File: src/rtl/ov7670_cfg_sequencer_if.sv
// ov7670_cfg_sequencer_if: SCCB write request/completion handshake between the
// config sequencer (master) and the SCCB write engine (slave).
interface ov7670_cfg_sequencer_if;
  logic       sccb_valid;
  logic       sccb_ready;
  logic [7:0] sccb_reg;
  logic [7:0] sccb_val;
  logic       sccb_done;
  logic       sccb_nack;
  modport master (output sccb_valid, sccb_reg, sccb_val, input sccb_ready, sccb_done, sccb_nack);
  modport slave (input sccb_valid, sccb_reg, sccb_val, output sccb_ready, sccb_done, sccb_nack);
endinterface

File: src/rtl/ov7670_cfg_sequencer.sv
// ov7670_cfg_sequencer: walks the OV7670 register ROM and issues one SCCB write per entry.
// Define OV7670_CFG_RETRY_EN to re-issue NACKed writes up to MAX_RETRY times.
module ov7670_cfg_sequencer #(
  parameter int NUM_REGS = 23,
  parameter int ADDR_W   = 5,
  parameter int RST_WAIT = 25000,
  parameter int GAP_WAIT = 16
`ifdef OV7670_CFG_RETRY_EN
  , parameter int MAX_RETRY = 3
`endif
) (
  input  logic                   clk,
  input  logic                   rst_n,
  input  logic                   start,
  output logic [ADDR_W-1:0]      rom_addr,
  input  logic [15:0]            rom_data,
  ov7670_cfg_sequencer_if.master sccb,
  output logic                   busy,
  output logic                   done,
  output logic                   err
);
  localparam logic [2:0] IDLE = 3'd0, FETCH = 3'd1, LATCH = 3'd2, ISSUE = 3'd3,
                         WAIT_ACK = 3'd4, DELAY = 3'd5, DONE = 3'd6;
  localparam int CW = $clog2((RST_WAIT > GAP_WAIT ? RST_WAIT : GAP_WAIT) + 1);
  logic [2:0]    state;
  logic [CW-1:0] cnt;
  logic          last;
  logic          soft_rst;
  assign last     = rom_addr == ADDR_W'(NUM_REGS - 1);
  // COM7 with bit 7 set resets the sensor, which needs time to settle
  assign soft_rst = sccb.sccb_reg == 8'h12 && sccb.sccb_val[7];
`ifdef OV7670_CFG_RETRY_EN
  localparam int RW = $clog2(MAX_RETRY + 2);
  logic [RW-1:0] tries;
  logic          again;
  logic          retry;
  assign retry = sccb.sccb_nack && tries < RW'(MAX_RETRY);
`endif
  always_ff @(posedge clk) begin
    if (!rst_n) begin
      state           <= IDLE;
      rom_addr        <= '0;
      sccb.sccb_valid <= 1'b0;
      sccb.sccb_reg   <= '0;
      sccb.sccb_val   <= '0;
      busy            <= 1'b0;
      done            <= 1'b0;
      err             <= 1'b0;
      cnt             <= '0;
`ifdef OV7670_CFG_RETRY_EN
      tries           <= '0;
      again           <= 1'b0;
`endif
    end else begin
      case (state)
        IDLE, DONE: if (start) begin
          rom_addr <= '0;
          busy     <= 1'b1;
          done     <= 1'b0;
          err      <= 1'b0;
          state    <= FETCH;
`ifdef OV7670_CFG_RETRY_EN
          tries    <= '0;
          again    <= 1'b0;
`endif
        end
        FETCH: state <= LATCH;
        LATCH: begin
          sccb.sccb_reg <= rom_data[7:0];
          sccb.sccb_val <= rom_data[15:8];
          if (rom_data == 16'hFFFF) begin
            state <= DONE;
            busy  <= 1'b0;
            done  <= 1'b1;
          end else begin
            state           <= ISSUE;
            sccb.sccb_valid <= 1'b1;
          end
        end
        ISSUE: if (sccb.sccb_ready) begin
          sccb.sccb_valid <= 1'b0;
          state           <= WAIT_ACK;
        end
        WAIT_ACK: if (sccb.sccb_done) begin
          state <= DELAY;
          cnt   <= soft_rst ? CW'(RST_WAIT) : CW'(GAP_WAIT);
`ifdef OV7670_CFG_RETRY_EN
          if (retry) begin
            tries <= tries + RW'(1);
            again <= 1'b1;
            cnt   <= CW'(GAP_WAIT);
          end else if (sccb.sccb_nack) err <= 1'b1;
`else
          if (sccb.sccb_nack) err <= 1'b1;
`endif
        end
        DELAY: if (cnt > CW'(1)) cnt <= cnt - CW'(1);
        else begin
          cnt <= '0;
`ifdef OV7670_CFG_RETRY_EN
          if (again) begin
            again           <= 1'b0;
            state           <= ISSUE;
            sccb.sccb_valid <= 1'b1;
          end else
`endif
          if (last) begin
            state <= DONE;
            busy  <= 1'b0;
            done  <= 1'b1;
          end else begin
            rom_addr <= rom_addr + ADDR_W'(1);
            state    <= FETCH;
`ifdef OV7670_CFG_RETRY_EN
            tries    <= '0;
`endif
          end
        end
        default: state <= IDLE;
      endcase
    end
  end
endmodule
File: src/flat_wrapper.sv
// flat-port wrapper written by rule: the top's interface ports become plain ports
module ov7670_cfg_sequencer_flat 
#(
  parameter int NUM_REGS = 23,
  parameter int ADDR_W   = 5,
  parameter int RST_WAIT = 25000,
  parameter int GAP_WAIT = 16

)
  (clk, rst_n, start, rom_addr, rom_data, busy, done, err, sccb_sccb_valid, sccb_sccb_reg, sccb_sccb_val, sccb_sccb_ready, sccb_sccb_done, sccb_sccb_nack);
  ov7670_cfg_sequencer_if sccb_i ();
  input  logic clk;
  input  logic rst_n;
  input  logic start;
  output logic [ADDR_W-1:0] rom_addr;
  input  logic [15:0] rom_data;
  output logic busy;
  output logic done;
  output logic err;
  output wire logic [$bits(sccb_i.sccb_valid)-1:0] sccb_sccb_valid;
  output wire logic [$bits(sccb_i.sccb_reg)-1:0] sccb_sccb_reg;
  output wire logic [$bits(sccb_i.sccb_val)-1:0] sccb_sccb_val;
  input wire logic [$bits(sccb_i.sccb_ready)-1:0] sccb_sccb_ready;
  input wire logic [$bits(sccb_i.sccb_done)-1:0] sccb_sccb_done;
  input wire logic [$bits(sccb_i.sccb_nack)-1:0] sccb_sccb_nack;
  assign sccb_sccb_valid = sccb_i.sccb_valid;
  assign sccb_sccb_reg = sccb_i.sccb_reg;
  assign sccb_sccb_val = sccb_i.sccb_val;
  assign sccb_i.sccb_ready = sccb_sccb_ready;
  assign sccb_i.sccb_done = sccb_sccb_done;
  assign sccb_i.sccb_nack = sccb_sccb_nack;
  ov7670_cfg_sequencer #(.NUM_REGS(NUM_REGS), .ADDR_W(ADDR_W), .RST_WAIT(RST_WAIT), .GAP_WAIT(GAP_WAIT)) u_core (.clk(clk), .rst_n(rst_n), .start(start), .rom_addr(rom_addr), .rom_data(rom_data), .sccb(sccb_i), .busy(busy), .done(done), .err(err));
endmodule
File: config.mk
export PLATFORM = sky130hd
export DESIGN_NAME = ov7670_cfg_sequencer_flat
export DESIGN_NICKNAME = d
export VERILOG_FILES = /design/src/rtl/ov7670_cfg_sequencer_if.sv /design/src/rtl/ov7670_cfg_sequencer.sv /design/src/flat_wrapper.sv
export SDC_FILE = /design/constraint.sdc
export NUM_CORES = 1
export LEC_CHECK = 0
export CAP_MARGIN = 20
export CORE_MARGIN = 2
export CORE_UTILIZATION = 52
export CTS_BUF_LIST = sky130_fd_sc_hd__clkbuf_8
export CTS_CLUSTER_SIZE = 20
export DETAILED_ROUTE_END_ITERATION = 10
export GPL_TIMING_DRIVEN = 0
export PLACE_DENSITY = 0.81
export SLEW_MARGIN = 30
export SYNTH_ARGS = -nofsm -noshare
export SYNTH_HDL_FRONTEND = slang
export SYNTH_SLANG_ARGS = --single-unit
File: constraint.sdc
create_clock -name clk -period 2.15 [get_ports clk]
set_input_delay 0.215 -clock clk [delete_from_list [all_inputs] [get_ports clk]]
set_output_delay 0.215 -clock clk [all_outputs]
set_load 0.05 [all_outputs]
; ---- After elaboration in Yosys (flattened, before gate mapping)
; Index checks and enable logic that the tools add are counted.
[totals]
elab_cells = 75
output_inout_bits = 25
regBits = 43
inputBits = 22
[op_classes]
add_sub_neg = 2
eq_ne = 18
reduce_logical = 14
mux = 31
order_cmp = 1
[op_table]
columns = cell, n
row1 = 15-bit two-way mux, 3
row2 = 15-bit case mux with 2 select lines, 1
row3 = 3-bit two-way mux, 6
row4 = 3-bit case mux with 6 select lines, 1
row5 = 16-bit equality test (second input constant), 1
row6 = 15-bit by 1-bit greater-than comparator with 1-bit output (second input constant), 1
row7 = 5-bit two-way mux, 3
row8 = 15-bit by 1-bit subtractor with 15-bit output (second input constant), 1
row9 = 2-bit != test (second input constant), 7
row10 = 1-bit two-way mux, 12
row11 = 4-bit AND reduction, 3
row12 = 5-bit case mux with 2 select lines, 1
row13 = 3-bit equality test (second input constant), 3
row14 = 8-bit by 5-bit equality test with 1-bit output (second input constant), 1
row15 = 2-bit nonzero test, 4
row16 = 3-bit by 2-bit equality test with 1-bit output (second input constant), 2
row17 = 1-bit case mux with 3 select lines, 2
row18 = 5-bit by 1-bit adder with 5-bit output (second input constant), 1
row19 = 5-bit equality test (second input constant), 1
row20 = 5-bit AND reduction, 1
row21 = 2-bit by 1-bit != test with 1-bit output (second input constant), 2
row22 = 1-bit case mux with 2 select lines, 2
row23 = 3-bit by 1-bit equality test with 1-bit output (second input constant), 1
row24 = 3-bit zero test, 1
row25 = 5 further kinds, 5

; ---- Logic depth before layout (Yosys ltp)
; Gate-level depths: netlist of run 1.
[depth]
word_depth = 5
ltp_mapped = 8
ltp_nobuf = 7

; ---- Worst setup path before layout of run 1
; OpenSTA, ideal clock, no wires.
[synth_path]
kind = reg-to-reg
from = register u_core.cnt[4]
to = register u_core.state[1]
setup_slack_ns = 0.205
stages_incl_launch_ff = 7
n_path_buf = 1
t_arrival_ns = 1.828
setup_time_ns = 0.117
path_cell_list = dfxtp_1 -> or3_1 -> buf_2 -> or4_4 -> o21ai_4 -> nand3_1 -> a32o_2
[synth_between]
elab_chain_cells = 3
[synth_rtl]
columns = item, line_no
row1 = "start, declared", ov7670_cfg_sequencer.sv:26  ; logic [CW-1:0] cnt;
row2 = "start signal, assigned", ov7670_cfg_sequencer.sv:86  ; cnt <= soft_rst ? CW'(RST_WAIT) : CW'(GAP_WAIT);
row3 = "start signal, assigned", ov7670_cfg_sequencer.sv:97  ; DELAY: if (cnt > CW'(1)) cnt <= cnt - CW'(1);
row4 = 15-bit by 1-bit greater-than comparator with 1-bit output, ov7670_cfg_sequencer.sv:97
row5 = 2-bit != test (no line), n/a
row6 = 4-bit AND reduction (no line), n/a
row7 = "end signal, assigned", ov7670_cfg_sequencer.sv:108  ; state <= DONE;
row8 = "end signal, assigned", ov7670_cfg_sequencer.sv:113  ; state <= FETCH;
row9 = "end signal, assigned", ov7670_cfg_sequencer.sv:119  ; default: state <= IDLE;
row10 = "end, declared", ov7670_cfg_sequencer.sv:25  ; logic [2:0] state;
; No other way between the ends.
; A chain may end at the register's enable or synchronous reset.

; ---- Worst setup path in the final report of run 1
[layout_path]
from = register u_core.cnt[4]
to = register u_core.cnt[1]
[layout_between]
elab_chain_cells = 3
[layout_rtl]
columns = item, line_no
row1 = 15-bit by 1-bit greater-than comparator with 1-bit output, ov7670_cfg_sequencer.sv:97
row2 = 15-bit two-way mux, ov7670_cfg_sequencer.sv:97
row3 = 15-bit case mux with 2 select lines, ov7670_cfg_sequencer.sv:55  ; case (state)
; No other way between the ends.

==> summary.md, run 1 <==
| Metric | Value |
|---|---|
| Gr ovfl total | `0` |
| Std-Cell Rows | `23` |
| Final period util | `98.4%` |
| IO Count | `47` |
| Post-synthesis instance total | `287` |
| DRT iter0 DRCs | `196` |
| Status | `completed` |
| Crit Path Category | `register to register` |
| Routed WL per cell | `14.5 um` |
| Syn nets | `313` |
| Synth Area per Inst | `7.70 um^2` |
| Die Wd | `69.2 um` |
| Total Wirelength | `5670 um` |
| Required time worst endpoint | `2330 ps` |
| Final net count | `367` |
| Most frequent cells in the layout | `47 x nand2_1, 46 x clkdlybuf4s50_1, 42 x dfxtp_1` |
| Worst-path clk slew | `90 ps` |
| Ys flop type | `dfxtp_1` |
| CTS tree | `built` |
| Area share of the largest cell type after synthesis | `39.0%` |
| Critical path arrival | `2290 ps` |
| RSZ-0062 raised after global routing | `true` |
| Rel. slew slack | `40.6%` |
| Largest net degree at the start of global routing | `14` |
| Detailed placer's ending HPWL | `4010 um` |
| Htree depth | `2` |
| Layout cells sized above 1 | `8.19%` |
| Worst-Margin Slew | `882 ps` |
| Post-DRT Antenna Nets | `0` |
| Crit path launch | `u_core.cnt[4]` |
| Flops & latches, synth | `43` |
| Slew Limit Fails | `0` |
| Hold Worst Slack | `446 ps` |
| Multiplexer share of the synthesized area | `0%` |
| Post-Synth Simple-Gate Area | `28.2%` |
| DR vias | `2236` |
| Die H | `69.2 um` |
| Fmax achieved | `473 MHz` |
| Skew final | `4.99 ps` |
| Area Overhead vs Synth | `29.6%` |
| Seq/Total Area, Yosys | `39.0%` |
| Min-delay worst type | `register to register` |
| Non-Filler Instances | `392` |
| Yosys warnings | `0` |
| 1st-pass router iterations | `4` |
| Max Cap Viol | `0` |
| ANT cells | `0` |
| Worst-skew pair later-pin latency | `300 ps` |
| Pwr/cell area | `1100 nW/um^2` |
| Max clock buf depth | `2` |
| Crit path time final | `2120 ps` |
| GR Util All Layers | `24.4%` |
| Gpl congestion | `0.889` |
| CTS sink cnt | `43` |
| Area leader, netlist | `dfxtp_1` |
| Vias per cell | `5.70` |
| Initial Util | `54.5%` |
| Leak pwr | `1.04 nW` |
| Synth area leaders | `dfxtp_1 39%, a21oi_1 8.4%, nand2_1 8.0%, nor2_1 3.6%, o21ai_0 3.4%` |
| Hold path start | `u_core.done` |
| Compound-gate portion of the synthesized area | `24.5%` |
| Reg2reg start | `u_core.cnt[4]` |
| Adder-cell area share of the yosys netlist | `2.72%` |
| Count of flip-flops with a built-in enable after synthesis | `0` |
| Post-synthesis xor/xnor area fraction | `1.19%` |
| Crit start category | `register` |
| Fin. Hold Viols | `0` |
| Crit path capture type | `register` |
| CTS Buf Count | `5` |
| Final WS setup | `34.9 ps` |
| Vias in the first global route | `2046` |
| DIE AREA | `4790 um^2` |
| Global-route wire length before repair | `9680 um` |
| Cell area after synthesis | `2210 um^2` |
| Remaining DRCs | `0` |
| Largest family of logic cells by synthesized area | `simple AND/OR/NAND/NOR gates` |
| PortBufs | `46` |
| Post-synth ARST share | `0%` |
| Post-place setup slack | `-1.57 ps` |
| Final setup fails | `0` |
| Critical path peak fanout | `7` |
| Post-synthesis cell type count | `50` |
| Core area | `4060 um^2` |
| Dpl cells | `383` |
| Most common cell after layout, fill and taps aside | `nand2_1` |
| Root buffer cell | `clkbuf_8` |
| Max FFs per register | `15` |
| Peak supply drop | `0.662 mV` |
| Initial antenna violation count | `0` |
==> Yosys cell counts (all sizes together) (2+ instances only) <==
| library cell | instances |
|---|---|
| and3 | 3 |
| nand3 | 9 |
| nand3b | 3 |
| a21o | 2 |
| nand2b | 2 |
| xnor2 | 2 |
| clkbuf | 12 |
| ha | 4 |
| dfxtp | 43 |
| or3 | 8 |
| nand4b | 3 |
| nor2 | 21 |
| nand2 | 47 |
| a21oi | 37 |
| a211oi | 2 |
| or2 | 3 |
| nor4 | 3 |
| or4 | 4 |
| o21ai | 20 |
| o31a | 4 |
| nand4 | 4 |
| nor3 | 8 |
| o21a | 2 |
| a31oi | 6 |
| buf | 3 |
| nor3b | 2 |
| inv | 10 |
==> metrics by stage <==
stage / utilization [%] / total power, mW / setup TNS [ps] / area [um^2]
after global routing: 70.6 / 3.33 / -55.0 / 2860
after floorplan: - / 2.16 / 0 / 2210
after CTS: 69.9 / 3.10 / 0 / 2840
final: 70.6 / 3.14 / 0 / 2860
after detailed placement: 67.3 / 2.59 / -1.57 / 2730
after global placement: 67.3 / 2.57 / 0 / 2730
==> timing repair <==
| item | in CTS | in global routing |
|---|---|---|
| setup buffers | 2 | 0 |
| gates cloned | 0 | 0 |
| hold buffers | 0 | 0 |
| hold endpoints to repair | 0 | 0 |
| pin swaps | 1 | 2 |
| gates resized for setup | 1 | 8 |
| setup endpoints to repair | 3 | 17 |
==> routing by layer <==
layer | up-vias | wire, um | track usage, %
li1 | 1141 | - | -
met1 | 1021 | 2750 | 35.5
met2 | 69 | 2510 | 35.8
met3 | 5 | 346 | 5.52
met4 | 0 | 59 | 7.84
met5 | - | 0 | 0
==> area by class of cell <==
type,count,area (um^2)
multi-input cells,219,1280
clock buffers,5,68.8
well taps,50,62.6
flip-flops and latches,43,862
plain buffers,14,57.6
fillers,329,1190
inverters,10,37.5
repair buffers,48,479
clock inverters,3,16.3
==> worst max-delay path, cell delays in order, from the launching register on <==
cell	delay, ps
dfxtp_2	350
or3_1	360
buf_2	180
or4_4	450
o21ai_4	260
buf_6	160
a2bb2oi_1	180
nor2_1	50
==> power by group <==
part / internal [mW] / leakage, nW / switching [mW]
Combinational: 0.561 / 0.646 / 1.02
Sequential: 0.939 / 0.349 / 0.106
Clock: 0.223 / 0.0453 / 0.291
==> logic make-up after synthesis <==
group | count (synthesis)
DFF | 43
buffers and inverters | 25
adders and majority gates | 5
AOI/OAI and AO/OA | 86
xor gates and xnor gates | 3
and+or+nand+nor | 125
==> path summary, 6_finish.rpt <==
check,to,cells past startpoint,slack [ps]
hold reg to reg,u_core.done,2,450
setup reg to reg,u_core.cnt[1],7,30
setup / recovery,u_core.cnt[1],7,30
hold / removal,u_core.done,2,450
Power figures use the tool's default switching activity.
==> run 2, diff against run 1 <==
--- a/config.mk
+++ b/config.mk
@@ -6,7 +6,7 @@
 export NUM_CORES = 1
 export LEC_CHECK = 0
 export CAP_MARGIN = 20
-export CORE_MARGIN = 2
+export CORE_MARGIN = 8
 export CORE_UTILIZATION = 52
 export CTS_BUF_LIST = sky130_fd_sc_hd__clkbuf_8
 export CTS_CLUSTER_SIZE = 20
==> run 2 against run 1 <==
- hold slack hardly changed
- sequential cell count stayed put
- total power is 2.1% higher
- critical path type unchanged
- largest cell class unchanged
==> summary.md, run 2 (synthesized netlist as in run 1, its figures left out) <==
| Metric | Value |
|---|---|
| Detailed placer's ending HPWL | `4450 um (+11%)` |
| ANT cells | `0 (unchanged)` |
| Cell area after layout | `2870 um^2 (about the same)` |
| Layout cells sized above 1 | `8.21% (+0.024 points)` |
| Gate power share | `49.7% (-0.7 points)` |
| Hold Worst Slack | `447 ps (+0.426 ps)` |
| Sequential Power Share | `32.6% (-0.7 points)` |
| Net Sw Frac | `44.2% (-0.98 points)` |
| Slowest cell on the critical path | `or4_4` |
| Global-route wire length before repair | `9910 um (+2.4%)` |
| DIE AREA | `6590 um^2 (+38%)` |
| Total Wirelength | `6060 um (+6.9%)` |
| Worst-path clk slew | `80 ps (about the same)` |
| IO Count | `47 (unchanged)` |
| Crit path time final | `2070 ps (-42.9 ps)` |
| Die Wd | `81.2 um (+17%)` |
| Crit start category | `register` |
| Net switching power | `1.42 mW (-0.15%)` |
| Rel. slew slack | `40.6% (-0.057 points)` |
| Htree depth | `2 (unchanged)` |
| Required time worst endpoint | `2330 ps (about the same)` |
| Register area | `863 um^2 (+0.15%)` |
| Buf/Inv on CP | `2 (unchanged)` |
| Final net count | `366 (-0.27%)` |
| Initial antenna violation count | `0 (unchanged)` |
| Remaining DRCs | `0 (unchanged)` |
| Dpl cells | `383 (unchanged)` |
| Worst-skew pair later-pin latency | `300 ps (about the same)` |
| Vias in the first global route | `2117 (+3.5%)` |
| Max FFs per register | `15 (unchanged)` |
| Max clock buf depth | `2 (unchanged)` |
| Gpl congestion | `0.916 (+3.0%)` |
| DRT iter0 DRCs | `184 (-6.1%)` |
| Status | `completed` |
| Crit path max-delay family | `simple AND/OR/NAND/NOR gates` |
| Crit path capture type | `register` |
| Most frequent cells in the layout | `47 x nand2_1, 46 x clkdlybuf4s50_1, 41 x dfxtp_1` |
| Leak pwr | `1.04 nW (+0.34%)` |
| DR vias | `2309 (+3.3%)` |
| Post-DRT Antenna Nets | `0 (unchanged)` |
| CTS sink cnt | `43 (unchanged)` |
| Routed WL per cell | `15.5 um (+7.2%)` |
| Largest net degree at the start of global routing | `13 (-1)` |
| Crit Path Category | `register to register` |
| Worst path cell trace | `or3_1 > buf_4 > or4_4 > o21ai_4 > buf_6 > a2bb2oi_1 > nor2_1` |
| Area after DPL | `2730 um^2 (unchanged)` |
| GR Util All Layers | `18.9% (-5.6 points)` |
| Worst-Margin Slew | `883 ps (+0.844 ps)` |
| Peak supply drop | `0.616 mV (-6.8%)` |
| Vias per cell | `5.91 (+3.5%)` |
| Area Overhead vs Synth | `29.7% (about the same)` |
| Final WS setup | `77.8 ps (+42.9 ps)` |
| Gr ovfl total | `0 (unchanged)` |
| CTS tree | `built` |
| CTS Buf Count | `5 (unchanged)` |
| Final-layout fill cell count | `343 (+4.3%)` |
| Clk network pwr share | `17.7% (+1.4 points)` |
| Most common cell after layout, fill and taps aside | `nand2_1` |
| Power Internal | `1.79 mW (+3.9%)` |
| Max stage delay on crit path | `440 ps (about the same)` |
| Max Cap Viol | `0 (unchanged)` |
| Fmax achieved | `483 MHz (+2.1%)` |
| Skew final | `2.05 ps (-2.94 ps)` |
| Final setup fails | `0 (unchanged)` |
| Critical path arrival | `2250 ps (-40 ps)` |
| Root buffer cell | `clkbuf_8` |
| Std-Cell Rows | `23 (unchanged)` |
| Critical path peak fanout | `7 (unchanged)` |
| Min-delay worst type | `register to register` |
| Area of the multi-input gates | `1270 um^2 (-0.69%)` |
| Post-place setup slack | `-4.31 ps (-2.74 ps)` |
| Non-Filler Instances | `391 (-0.26%)` |
| Die H | `81.2 um (+17%)` |
| 1st-pass router iterations | `6 (+2)` |
| Fin. Hold Viols | `0 (unchanged)` |
| Initial Util | `54.5% (unchanged)` |
| Core area | `4060 um^2 (unchanged)` |
| PortBufs | `46 (unchanged)` |
| Final period util | `96.4% (-2.0 points)` |
| Pwr/cell area | `1120 nW/um^2 (+2.0%)` |
| Slew Limit Fails | `0 (unchanged)` |
## run 2: worst min-delay path: stages (launching register included)
cell,delay (ps)
dfxtp_1,310
inv_1,40
a21oi_1,50
## run 2: path summary, 6_finish.rpt
path / startpoint / end / slack [ps] / depth (start not counted)
setup / recovery: u_core.cnt[4] / u_core.cnt[1] / 80 / 7
hold / removal: u_core.done / u_core.done / 450 / 2
setup reg to reg: u_core.cnt[4] / u_core.cnt[1] / 80 / 7
hold reg to reg: u_core.done / u_core.done / 450 / 2
## run 2: stage by stage
stage	setup TNS [ps]	utilization (%)	power [mW]
global route	-0.0115	70.6	3.39
detailed placement	-4.31	67.3	2.60
CTS	0	70.1	3.18
floorplan	0	-	2.16
global placement	0	67.3	2.58
finish	0	70.6	3.21
## run 2: repair_timing
action	CTS	global route
setup endpoints to repair	4	12
hold buffers	0	0
pin swaps	1	3
gates resized for setup	1	10
buffers inserted	1	0
## run 2: metal layers
layer	track usage [%]	vias up	wire length (um)
li1	-	1137	-
met1	23.4	1083	2680
met2	29.4	83	2790
met3	6.95	6	522
met4	6.43	0	66
met5	0	-	0
## run 2: layout make-up
type                       instances  share of cell area [%]
clock buffer                       7                    3.36
buffer                            14                    2.10
clock inverter                     1                   0.131
inverter                          10                    1.31
timing repair buffer              47                    16.5
sequential                        43                    30.1
tap                               50                    2.18
multi-input combinational        219                    44.3
## run 2: power groups by stage
stage | logic, mW | clock network (mW) | registers, mW
2_1_floorplan | 0.781 | 0 | 1.38
3_3_place_gp | 1.53 | 0 | 1.05
3_5_place_dp | 1.54 | 0 | 1.06
4_1_cts | 1.56 | 0.583 | 1.04
5_1_grt | 1.72 | 0.605 | 1.06
6_report | 1.59 | 0.569 | 1.04
